[config.mk]
export PLATFORM = sky130hd
export DESIGN_NAME = mul_booth_iter
export DESIGN_NICKNAME = d
export VERILOG_FILES = /design/src/rtl/mul_pkg.sv /design/src/rtl/compressor_32.sv /design/src/rtl/mul_booth_iter.sv
export SDC_FILE = /design/constraint.sdc
export NUM_CORES = 1
export LEC_CHECK = 0
export ABC_AREA = 1
export ABC_CLOCK_PERIOD_IN_PS = 9300
export BUFFER_PORTS_ARGS = -buffer_cell sky130_fd_sc_hd__buf_2
export CORE_ASPECT_RATIO = 1.5
export CORE_MARGIN = 2
export CORE_UTILIZATION = 55
export CTS_CLUSTER_SIZE = 24
export DETAILED_ROUTE_END_ITERATION = 12
export PLACE_DENSITY_LB_ADDON = 0.3
export RECOVER_POWER = 25
export SYNTH_ARGS = -nofsm -noshare
export SYNTH_HDL_FRONTEND = slang
export SYNTH_SLANG_ARGS = --single-unit
[constraint.sdc]
create_clock -name clk -period 9.3 [get_ports clk]
set_input_delay 1.86 -clock clk [delete_from_list [all_inputs] [get_ports clk]]
set_output_delay 1.86 -clock clk [all_outputs]
set_load 0.01 [all_outputs]
[src/rtl/mul_pkg.sv]
// Shared types and size derivations for the iterative radix-4 Booth multiplier.
package mul_pkg;

  typedef enum logic [1:0] {
    StIdle,
    StCalc,
    StAdd,
    StDone
  } state_e;

  typedef enum logic [2:0] {
    BoothZero,
    BoothPos1,
    BoothPos2,
    BoothNeg1,
    BoothNeg2
  } booth_sel_e;

  function automatic int unsigned acc_width(input int unsigned dw);
    return 2 * dw + 4;
  endfunction

  function automatic int unsigned booth_steps(input int unsigned dw);
    return (dw + 2) / 2;
  endfunction

  // Triplet is {b[2i+1], b[2i], b[2i-1]}.
  function automatic booth_sel_e booth_decode(input logic [2:0] trip);
    booth_sel_e sel;
    case (trip)
      3'b001, 3'b010: sel = BoothPos1;
      3'b011:         sel = BoothPos2;
      3'b100:         sel = BoothNeg2;
      3'b101, 3'b110: sel = BoothNeg1;
      default:        sel = BoothZero;
    endcase
    return sel;
  endfunction

endpackage

[src/rtl/compressor_32.sv]
// Generic 3:2 carry-save compressor; carry output is pre-shifted by one bit.
module compressor_32 #(
  parameter int unsigned DATA_WIDTH = 32
) (
  input  logic [DATA_WIDTH-1:0] a_i,
  input  logic [DATA_WIDTH-1:0] b_i,
  input  logic [DATA_WIDTH-1:0] c_i,
  output logic [DATA_WIDTH-1:0] sum_o,
  output logic [DATA_WIDTH-1:0] carry_o
);

  logic [DATA_WIDTH-1:0] maj;

  assign sum_o   = a_i ^ b_i ^ c_i;
  assign maj     = (a_i & b_i) | (a_i & c_i) | (b_i & c_i);
  assign carry_o = {maj[DATA_WIDTH-2:0], 1'b0};

endmodule

[src/rtl/mul_booth_iter.sv]
// Iterative radix-4 Booth multiplier: one partial product per cycle into a
// carry-save accumulator, single carry-propagate add at the end.
module mul_booth_iter
  import mul_pkg::*;
#(
  parameter int unsigned DATA_WIDTH = 32
) (
  input  logic                      clk,
  input  logic                      rst,
  input  logic                      in_valid,
  output logic                      in_ready,
  input  logic                      a_signed,
  input  logic                      b_signed,
  input  logic [DATA_WIDTH-1:0]     data_a,
  input  logic [DATA_WIDTH-1:0]     data_b,
  input  logic                      flush,
  output logic                      out_valid,
  input  logic                      out_ready,
  output logic [2*DATA_WIDTH-1:0]   product
);

  localparam int unsigned ACC_W = acc_width(DATA_WIDTH);
  localparam int unsigned STEPS = booth_steps(DATA_WIDTH);
  localparam int unsigned CNT_W = $clog2(STEPS);

  state_e                  state_q;
  logic [ACC_W-1:0]        a_q;
  logic [DATA_WIDTH+1:0]   b_q;
  logic                    b_prev_q;
  logic [ACC_W-1:0]        sum_q, carry_q;
  logic [CNT_W-1:0]        step_q;
  logic [2*DATA_WIDTH-1:0] product_q;
  logic                    out_valid_q;

  booth_sel_e              sel;
  logic [ACC_W-1:0]        pp;
  logic [ACC_W-1:0]        sum_d, carry_d;
  logic [2*DATA_WIDTH-1:0] total;

  // a_q is the multiplicand already shifted by 2i, so pp needs no extra shift.
  assign sel = booth_decode({b_q[1:0], b_prev_q});

  always_comb begin
    pp = '0;
    unique case (sel)
      BoothZero: pp = '0;
      BoothPos1: pp = a_q;
      BoothPos2: pp = a_q << 1;
      BoothNeg1: pp = -a_q;
      BoothNeg2: pp = -(a_q << 1);
      default:   pp = '0;
    endcase
  end

  compressor_32 #(
    .DATA_WIDTH(ACC_W)
  ) u_csa (
    .a_i    (sum_q),
    .b_i    (carry_q),
    .c_i    (pp),
    .sum_o  (sum_d),
    .carry_o(carry_d)
  );

  assign total = sum_q[2*DATA_WIDTH-1:0] + carry_q[2*DATA_WIDTH-1:0];

  always_ff @(posedge clk or posedge rst) begin
    if (rst) begin
      state_q     <= StIdle;
      a_q         <= '0;
      b_q         <= '0;
      b_prev_q    <= 1'b0;
      sum_q       <= '0;
      carry_q     <= '0;
      step_q      <= '0;
      product_q   <= '0;
      out_valid_q <= 1'b0;
    end else if (flush) begin
      state_q     <= StIdle;
      out_valid_q <= 1'b0;
    end else begin
      case (state_q)
        StIdle: begin
          if (in_valid) begin
            a_q      <= {{(ACC_W-DATA_WIDTH){a_signed & data_a[DATA_WIDTH-1]}}, data_a};
            b_q      <= {{2{b_signed & data_b[DATA_WIDTH-1]}}, data_b};
            b_prev_q <= 1'b0;
            sum_q    <= '0;
            carry_q  <= '0;
            step_q   <= '0;
            state_q  <= StCalc;
          end
        end
        StCalc: begin
          sum_q    <= sum_d;
          carry_q  <= carry_d;
          a_q      <= a_q << 2;
          b_q      <= b_q >> 2;
          b_prev_q <= b_q[1];
          step_q   <= step_q + 1'b1;
          if (step_q == CNT_W'(STEPS - 1)) state_q <= StAdd;
        end
        StAdd: begin
          product_q   <= total;
          out_valid_q <= 1'b1;
          state_q     <= StDone;
        end
        StDone: begin
          if (out_ready) begin
            out_valid_q <= 1'b0;
            state_q     <= StIdle;
          end
        end
        default: state_q <= StIdle;
      endcase
    end
  end

  assign in_ready  = (state_q == StIdle);
  assign out_valid = out_valid_q;
  assign product   = product_q;

endmodule

==> impl_metrics.env, run 1 <==
export IMPL_root_buffer="clkbuf_16"
export IMPL_route_met3_wl_um=3060
export IMPL_ff2ff_setup_slack_ns=5.24
export IMPL_cts_resized=0
export IMPL_top_layer="met4"
export IMPL_fin_tns_setup_ns=0
export IMPL_hold_start="product[52]$_DFFE_PP0P_"
export IMPL_max_stage_delay_ns=2.74
export IMPL_antenna_found_initial=0
export IMPL_cp_max_fo=156
export IMPL_gp_congestion=1.00
export IMPL_violations="max-capacitance violations, max-slew violations"
export IMPL_worstRegToRegCells=9
export IMPL_end_kind="asynchronous set/reset pin"
export IMPL_wire_per_inst_um=17.6
export IMPL_grt_pass1_wl_um=97600
export IMPL_firstDrtPassIters=5
export IMPL_synth_nets=3042
export IMPL_yosysMostFrequentCell="nand2_1"
export IMPL_drv_slew=249
export IMPL_cap_viol_max_count=3
export IMPL_period_minus_slack_ns=5.76
export IMPL_route_met2_wl_um=29600
export IMPL_clock_sinks=297
export IMPL_grt_pass1_vias=19400
export IMPL_design_area_um2=22900
export IMPL_clockBufferDepth=3
export IMPL_layout_drive_gt1_share_pct=8.44
export IMPL_areaGrowthSynthToFinish_pct=9.92
export IMPL_core_area_um2=37400
export IMPL_finalPower_uw=6770
export IMPL_worstMarginPinSlew_ns=3.87
export IMPL_drt_iter0_markers=1431
export IMPL_synth_seq_cells=297
export IMPL_crit_type="primary input to asynchronous set/reset pin"
export IMPL_antenna_left=0
export IMPL_clk_pin_slew_worst_paths_ns=0.06
export IMPL_via_count=19400
export IMPL_cts_inserted_buffers=30
export IMPL_htree_levels=1
export IMPL_skew_ns=0.0303
export IMPL_tritoncts="done"
export IMPL_die_h_um=242
export IMPL_leakage_uw=0.0111
export IMPL_dpl_cell_area_um2=21800
export IMPL_synth_async_reset_ratio_pct=100
export IMPL_min_path_type="flop to flop"
export IMPL_p_per_area_nw_per_um2=296
export IMPL_port_buffers=136
export IMPL_synth_top_area_share_pct=35.7
export IMPL_cp_data_arrival_time_ns=6.34
export IMPL_grt_usage_pct=31.0
export IMPL_cp_start_kind="primary input"
export IMPL_hold_depth=2
export IMPL_synth_edf_count=0
export IMPL_peakVddDrop_mv=0.239
export IMPL_reg2reg_from="state_q[0]$_DFFE_PP0P_"
export IMPL_hpwl_um=46500
export IMPL_fmax_mhz=174
export IMPL_synth_area_leader_cell="dfrtp_1"
export IMPL_status="finished with violations"
export IMPL_top_level_ports=137
export IMPL_post_cts_buffers=0
export IMPL_cp_top_family="buffers and inverters"
export IMPL_slew_limit_headroom_pct=-158
export IMPL_worstPathCellList="buf_2 > clkinvlp_2 > clkbuf_2 > buf_4"
export IMPL_holdBufCountCts=0
export IMPL_whs_endpoint="product[52]$_DFFE_PP0P_"
export IMPL_period_share_pct=61.9
export IMPL_final_nets=3130
export IMPL_totalWireLength_um=60600
export IMPL_avgViaCountPerCell=5.66
export IMPL_ys_seq_area_share_pct=35.7
export IMPL_rsz0062_at_grt="no"
export IMPL_ys_types=42
export IMPL_synthCells=2838
export IMPL_r2r_end="a_q[53]$_DFFE_PP0P_"
export IMPL_dp_cells=3383
export IMPL_grt_max_degree=157
export IMPL_yosys_warnings=0
export IMPL_ys_flop_type="dfrtp_1"
export IMPL_rows=87
export IMPL_post_place_ws_ns=4.06
export IMPL_yosys_top_cells_area="dfrtp_1 (36%), nand2_1 (14%), inv_1 (7.8%)"
export IMPL_required_ns=9.88
export IMPL_synth_common_cells="nand2_1 (763), inv_1 (433), nor2_1 (311)"
export IMPL_overflow=0
export IMPL_die_area_um2=39400
export IMPL_remaining_drc_errors=0
export IMPL_crit_path_top_delay_cell="clkbuf_2"
export IMPL_final_hold_violation_count=0
export IMPL_fin_cells=3438
export IMPL_start_util_pct=55.5
export IMPL_clk_latency_ns=0.60
export IMPL_setup_violations=0
export IMPL_antennaDiodeCount=0
export IMPL_wl_met1_um=24000
export IMPL_syn_avg_cell_area_um2=7.33
export IMPL_synth_area_um2=20800
export IMPL_die_w_um=163
export IMPL_fin_ws_ns=3.54
export IMPL_path_buf_inv=4
==> per-layer routing <==
layer / up-vias / track usage [%]
li1: 9417 / -
met2: 611 / 53.1
met1: 9238 / 37.8
met5: - / 0
met4: 0 / 17.1
met3: 177 / 3.56
==> per-stage QoR <==
| step | utilization [%] | hold slack (ns) |
|---|---|---|
| floorplan | - | 0.464 |
| global placement | 58.3 | 0.457 |
| detailed placement | 58.3 | 0.460 |
| CTS | 61.1 | 0.477 |
| global route | 61.0 | 0.491 |
| finish | 61.0 | 0.470 |
==> worst max-delay path by stage <==
stage | start | end | slack [ns] | depth (start not counted)
final | rst | a_q[59]$_DFFE_PP0P_ | 3.54 | 4
after global routing | rst | a_q[59]$_DFFE_PP0P_ | 2.65 | 4
after CTS | in_valid | a_q[53]$_DFFE_PP0P_ | 4.66 | 7
after detailed placement | in_valid | a_q[53]$_DFFE_PP0P_ | 4.06 | 7
after global placement | in_valid | a_q[40]$_DFFE_PP0P_ | 4.13 | 7
after floorplan | rst | a_q[0]$_DFFE_PP0P_ | 3.49 | 1
==> cell usage in the layout, fill, tap and decap left out, types with 30 or more instances in the layout <==
master / instances
nand2_1: 762
inv_1: 431
nor2_1: 311
dfrtp_1: 297
o22ai_1: 221
nand3_1: 145
buf_2: 135
a21oi_1: 86
o21ai_0: 80
ha_1: 70
o221ai_1: 64
fa_1: 63
xor2_1: 50
clkbuf_16: 30
==> cells by family (layout without fill, tap and decap cells) <==
kind of cell             count (synthesis)  in the layout  synth area share, %
adder cells (fa/ha/maj)                133            133                 10.3
flip-flops                             297            297                 35.7
buffers and inverters                  532            643                 9.78
AO/OA/AOI/OAI                          487            487                 14.6
XOR/XNOR                                76             76                 3.20
AND/OR/NAND/NOR                       1313           1313                 26.4
==> worst register-to-register path: stages, from the launching register on <==
cell	delay (ns)
dfrtp_1	0.41
inv_1	0.13
ha_1	0.18
inv_1	0.06
or2_0	0.23
nand2_2	0.58
nor2_4	0.32
inv_4	0.82
buf_4	0.87
o221ai_1	0.29
==> power breakdown <==
| part | leakage [uW] | total, uW | switching [uW] | internal (uW) |
|---|---|---|---|---|
| Sequential | 0.00398 | 2050 | 320 | 1730 |
| Combinational | 0.00663 | 3430 | 2260 | 1170 |
| Clock | 0.000506 | 1290 | 543 | 745 |
==> area by class of cell <==
class	count	area, um^2
Clock buffer	38	831
Clock inverter	17	218
Fill cell	3554	14600
Inverter	438	1650
Multi-Input combinational cell	2009	11300
Sequential cell	297	7430
Tap cell	489	612
Timing Repair Buffer	150	771
==> state kept, by name, summed over array words and instances, names as in the netlist <==
register   flops
a_q           64
product       64
sum_q         64
carry_q       63
b_q           33
step_q         5
state_q        2
b_prev_q       1
out_valid      1
Power figures use the tool's default switching activity.
==> run 2: changes to the inputs <==
- ABC_AREA: 1 -> 0
- ABC_CLOCK_PERIOD_IN_PS: 9300 -> 4600
- clock period: 9.3 -> 4.6 ns (I/O delays scaled with it)
==> run 2 against run 1 <==
- the flow still finishes with violations (max-capacitance violations, max-slew violations)
- largest cell class unchanged
- hold slack got worse by 0.12 ns
- total power increased by 100%
- synthesized cell count decreased by 14%
- global-route usage decreased by 3.7 points
- utilization decreased by 0.50 points
==> impl_metrics.env, run 2 <==
export IMPL_peakVddDrop_mv=0.853
export IMPL_antennaDiodeCount=0
export IMPL_final_util_pct=60.5
export IMPL_synthMuxAreaShare_pct=3.34
export IMPL_cp_data_arrival_time_ns=4.81
export IMPL_cap_viol_max_count=4
export IMPL_cts_inserted_buffers=30
export IMPL_slew_limit_headroom_pct=-110
export IMPL_core_area_um2=37400
export IMPL_totalWireLength_um=53300
export IMPL_synth_seq_cells=297
export IMPL_required_ns=5.10
export IMPL_met1_usage_pct=38.5
export IMPL_holdWs_ns=0.354
export IMPL_grt_busiest_layer="met2"
export IMPL_antenna_found_initial=0
export IMPL_syn_avg_cell_area_um2=8.47
export IMPL_final_hold_violation_count=0
export IMPL_status="finished with violations"
export IMPL_violations="max-capacitance violations, max-slew violations"
export IMPL_skew_ns=0.0161
export IMPL_final_cell_mix="o21ai_0 (340), nand2_1 (317), dfrtp_1 (296), inv_1 (151), buf_2 (136)"
export IMPL_clock_sinks=297
export IMPL_max_stage_delay_ns=0.50
export IMPL_fin_tns_setup_ns=0
export IMPL_remaining_drc_errors=0
export IMPL_via_count=17900
export IMPL_top_level_ports=137
export IMPL_synth_common_cells="o21ai_0 (340), nand2_1 (317), dfrtp_1 (297)"
export IMPL_synthAdderAreaFrac_pct=10.3
export IMPL_fin_ws_ns=0.289
export IMPL_drt_iter0_markers=1555
export IMPL_cp_top_family="simple AND/OR/NAND/NOR gates"
export IMPL_grt_pass1_vias=17300
export IMPL_end_kind="flop"
export IMPL_tritoncts="done"
export IMPL_min_path_type="primary input to asynchronous set/reset pin"
export IMPL_synth_nets=2654
export IMPL_synth_compound_area_share_pct=18.7
export IMPL_clk_pin_slew_worst_paths_ns=0.07
export IMPL_p_per_area_nw_per_um2=598
export IMPL_dpl_cell_area_um2=21700
export IMPL_antenna_left=0
export IMPL_drv_slew=292
export IMPL_grt_pass1_wl_um=88800
export IMPL_firstDrtPassIters=5
export IMPL_period_share_pct=93.7
export IMPL_holdBufCountCts=0
export IMPL_root_buffer="clkbuf_16"
export IMPL_synth_top_family_by_area="simple AND/OR/NAND/NOR gates"
export IMPL_fmax_mhz=232
export IMPL_gp_congestion=0.935
export IMPL_synth_area_um2=20700
export IMPL_worstPathCellList="inv_1 > ha_1 > nor4b_2 > and3_1 > nand3_1 > or3_1 > nor3_1 > xor2_1 > nor2_1 > o31ai_1 > fa_1 > nand3b_1 > o21ai_0"
export IMPL_fillCellCount=3320
export IMPL_worstMarginPinSlew_ns=3.15
export IMPL_crit_path_top_delay_cell="and3_1"
export IMPL_grtUsageMet2_pct=43.2
export IMPL_design_area_um2=22700
export IMPL_synthCells=2450
export IMPL_rsz0062_at_grt="no"
export IMPL_clk_latency_ns=0.58
export IMPL_period_minus_slack_ns=4.31
export IMPL_synth_edf_count=0
export IMPL_grt_usage_pct=27.3
export IMPL_ys_flop_type="dfrtp_1"
export IMPL_layout_drive_gt1_share_pct=10.3
export IMPL_synth_area_leader_cell="dfrtp_1"
export IMPL_cp_max_fo=8
export IMPL_final_common_cell="o21ai_0"
export IMPL_port_buffers=136
export IMPL_leakage_uw=0.00968
export IMPL_crit_type="flop to flop"
export IMPL_die_area_um2=39300
export IMPL_final_nets=2674
export IMPL_areaGrowthSynthToFinish_pct=9.28
export IMPL_hpwl_um=38100
export IMPL_overflow=0
export IMPL_synth_async_reset_ratio_pct=100
export IMPL_post_place_ws_ns=0.449
export IMPL_multi_input_area_um2=12000
export IMPL_yosys_warnings=0
export IMPL_yosysMostFrequentCell="o21ai_0"
export IMPL_clockBufferDepth=3
export IMPL_htree_levels=1
export IMPL_synth_xor_area_share_pct=5.07
export IMPL_grt_use_met3_pct=3.52
export IMPL_synth_top_area_share_pct=35.8
export IMPL_wire_per_inst_um=17.9
export IMPL_yosys_top_cells_area="dfrtp_1 (36%), o21ai_0 (8.2%), fa_1 (6.1%)"
export IMPL_final_seq_area_um2=7430
export IMPL_setup_violations=0
export IMPL_die_w_um=163
export IMPL_ys_seq_area_share_pct=35.8
export IMPL_synth_simple_area_share_pct=20.4
export IMPL_start_util_pct=55.4
export IMPL_path_buf_inv=1
export IMPL_ys_types=76
export IMPL_rows=87
export IMPL_grt_max_degree=176
export IMPL_cp_start_kind="flop"
export IMPL_cts_resized=0
export IMPL_avgViaCountPerCell=6.00
export IMPL_post_cts_buffers=0
export IMPL_die_h_um=242
-- run 2: cell count changes in the layout (fill, tap and decap cells not counted), moves of 67 or more --
cell and change:
inv_1 -280, mux2i_1 +67, nand2_1 -445, nand3b_1 +122
nor2_1 -214, o21ai_0 +260, o22ai_1 -219
-- run 2: cells by family (layout without fill, tap and decap cells) --
family | Yosys count | after routing
adders and majority gates | 133 | 133
muxes | 69 | 69
and+or+nand+nor | 829 | 829
DFF | 297 | 297
buffers and inverters | 343 | 386
AOI/OAI and AO/OA | 659 | 659
xor gates and xnor gates | 120 | 120
-- run 2: worst paths after layout --
path | from | endpoint | slack [ns] | depth (start not counted)
max in group asynchronous | rst | product[63]$_DFFE_PP0P_ | 0.83 | 3
min in group clk | product[42]$_DFFE_PP0P_ | product[42]$_DFFE_PP0P_ | 0.47 | 2
worst max-delay path | a_q[0]$_DFFE_PP0P_ | sum_q[25]$_DFFE_PP0P_ | 0.29 | 13
worst min register to register | product[42]$_DFFE_PP0P_ | product[42]$_DFFE_PP0P_ | 0.47 | 2
worst max register to register | a_q[0]$_DFFE_PP0P_ | sum_q[25]$_DFFE_PP0P_ | 0.29 | 13
worst min-delay path | rst | product[13]$_DFFE_PP0P_ | 0.35 | 2
-- run 2: worst reg2reg max path: stages, from the launching register on --
cell and delay (ns):
dfrtp_1 0.40, inv_1 0.13, ha_1 0.28, nor4b_2 0.42, and3_1 0.50, nand3_1 0.37, or3_1 0.50, nor3_1 0.22
xor2_1 0.22, nor2_1 0.06, o31ai_1 0.39, fa_1 0.47, nand3b_1 0.15, o21ai_0 0.11
-- run 2: area by class of cell --
type / count / share of cell area (%)
multi-input combinational: 1810 / 53.1
sequential: 297 / 32.8
timing repair buffer: 179 / 4.48
clock buffer: 43 / 3.89
tap: 489 / 2.70
inverter: 152 / 2.52
clock inverter: 12 / 0.546
-- run 2: where the power goes --
part           switching [uW]  internal [uW]
Sequential                938           3420
Combinational            4070           2600
Clock                    1090           1440
Total                    6090           7460
-- run 2: per-stage QoR --
stage	total power (uW)	cells
2_1_floorplan	9050	2450
3_3_place_gp	10700	2927
3_5_place_dp	11000	2927
4_1_cts	13500	2982
5_1_grt	14600	2982
6_report	13600	2982
-- run 2: metal layers --
layer | part of all wire [%] | wire length, um | up-vias
met5 | 0 | 0 | -
met4 | 3.8 | 2020 | 0
met3 | 6.5 | 3470 | 131
met2 | 46 | 24500 | 640
met1 | 44 | 23300 | 8528
li1 | - | - | 8579
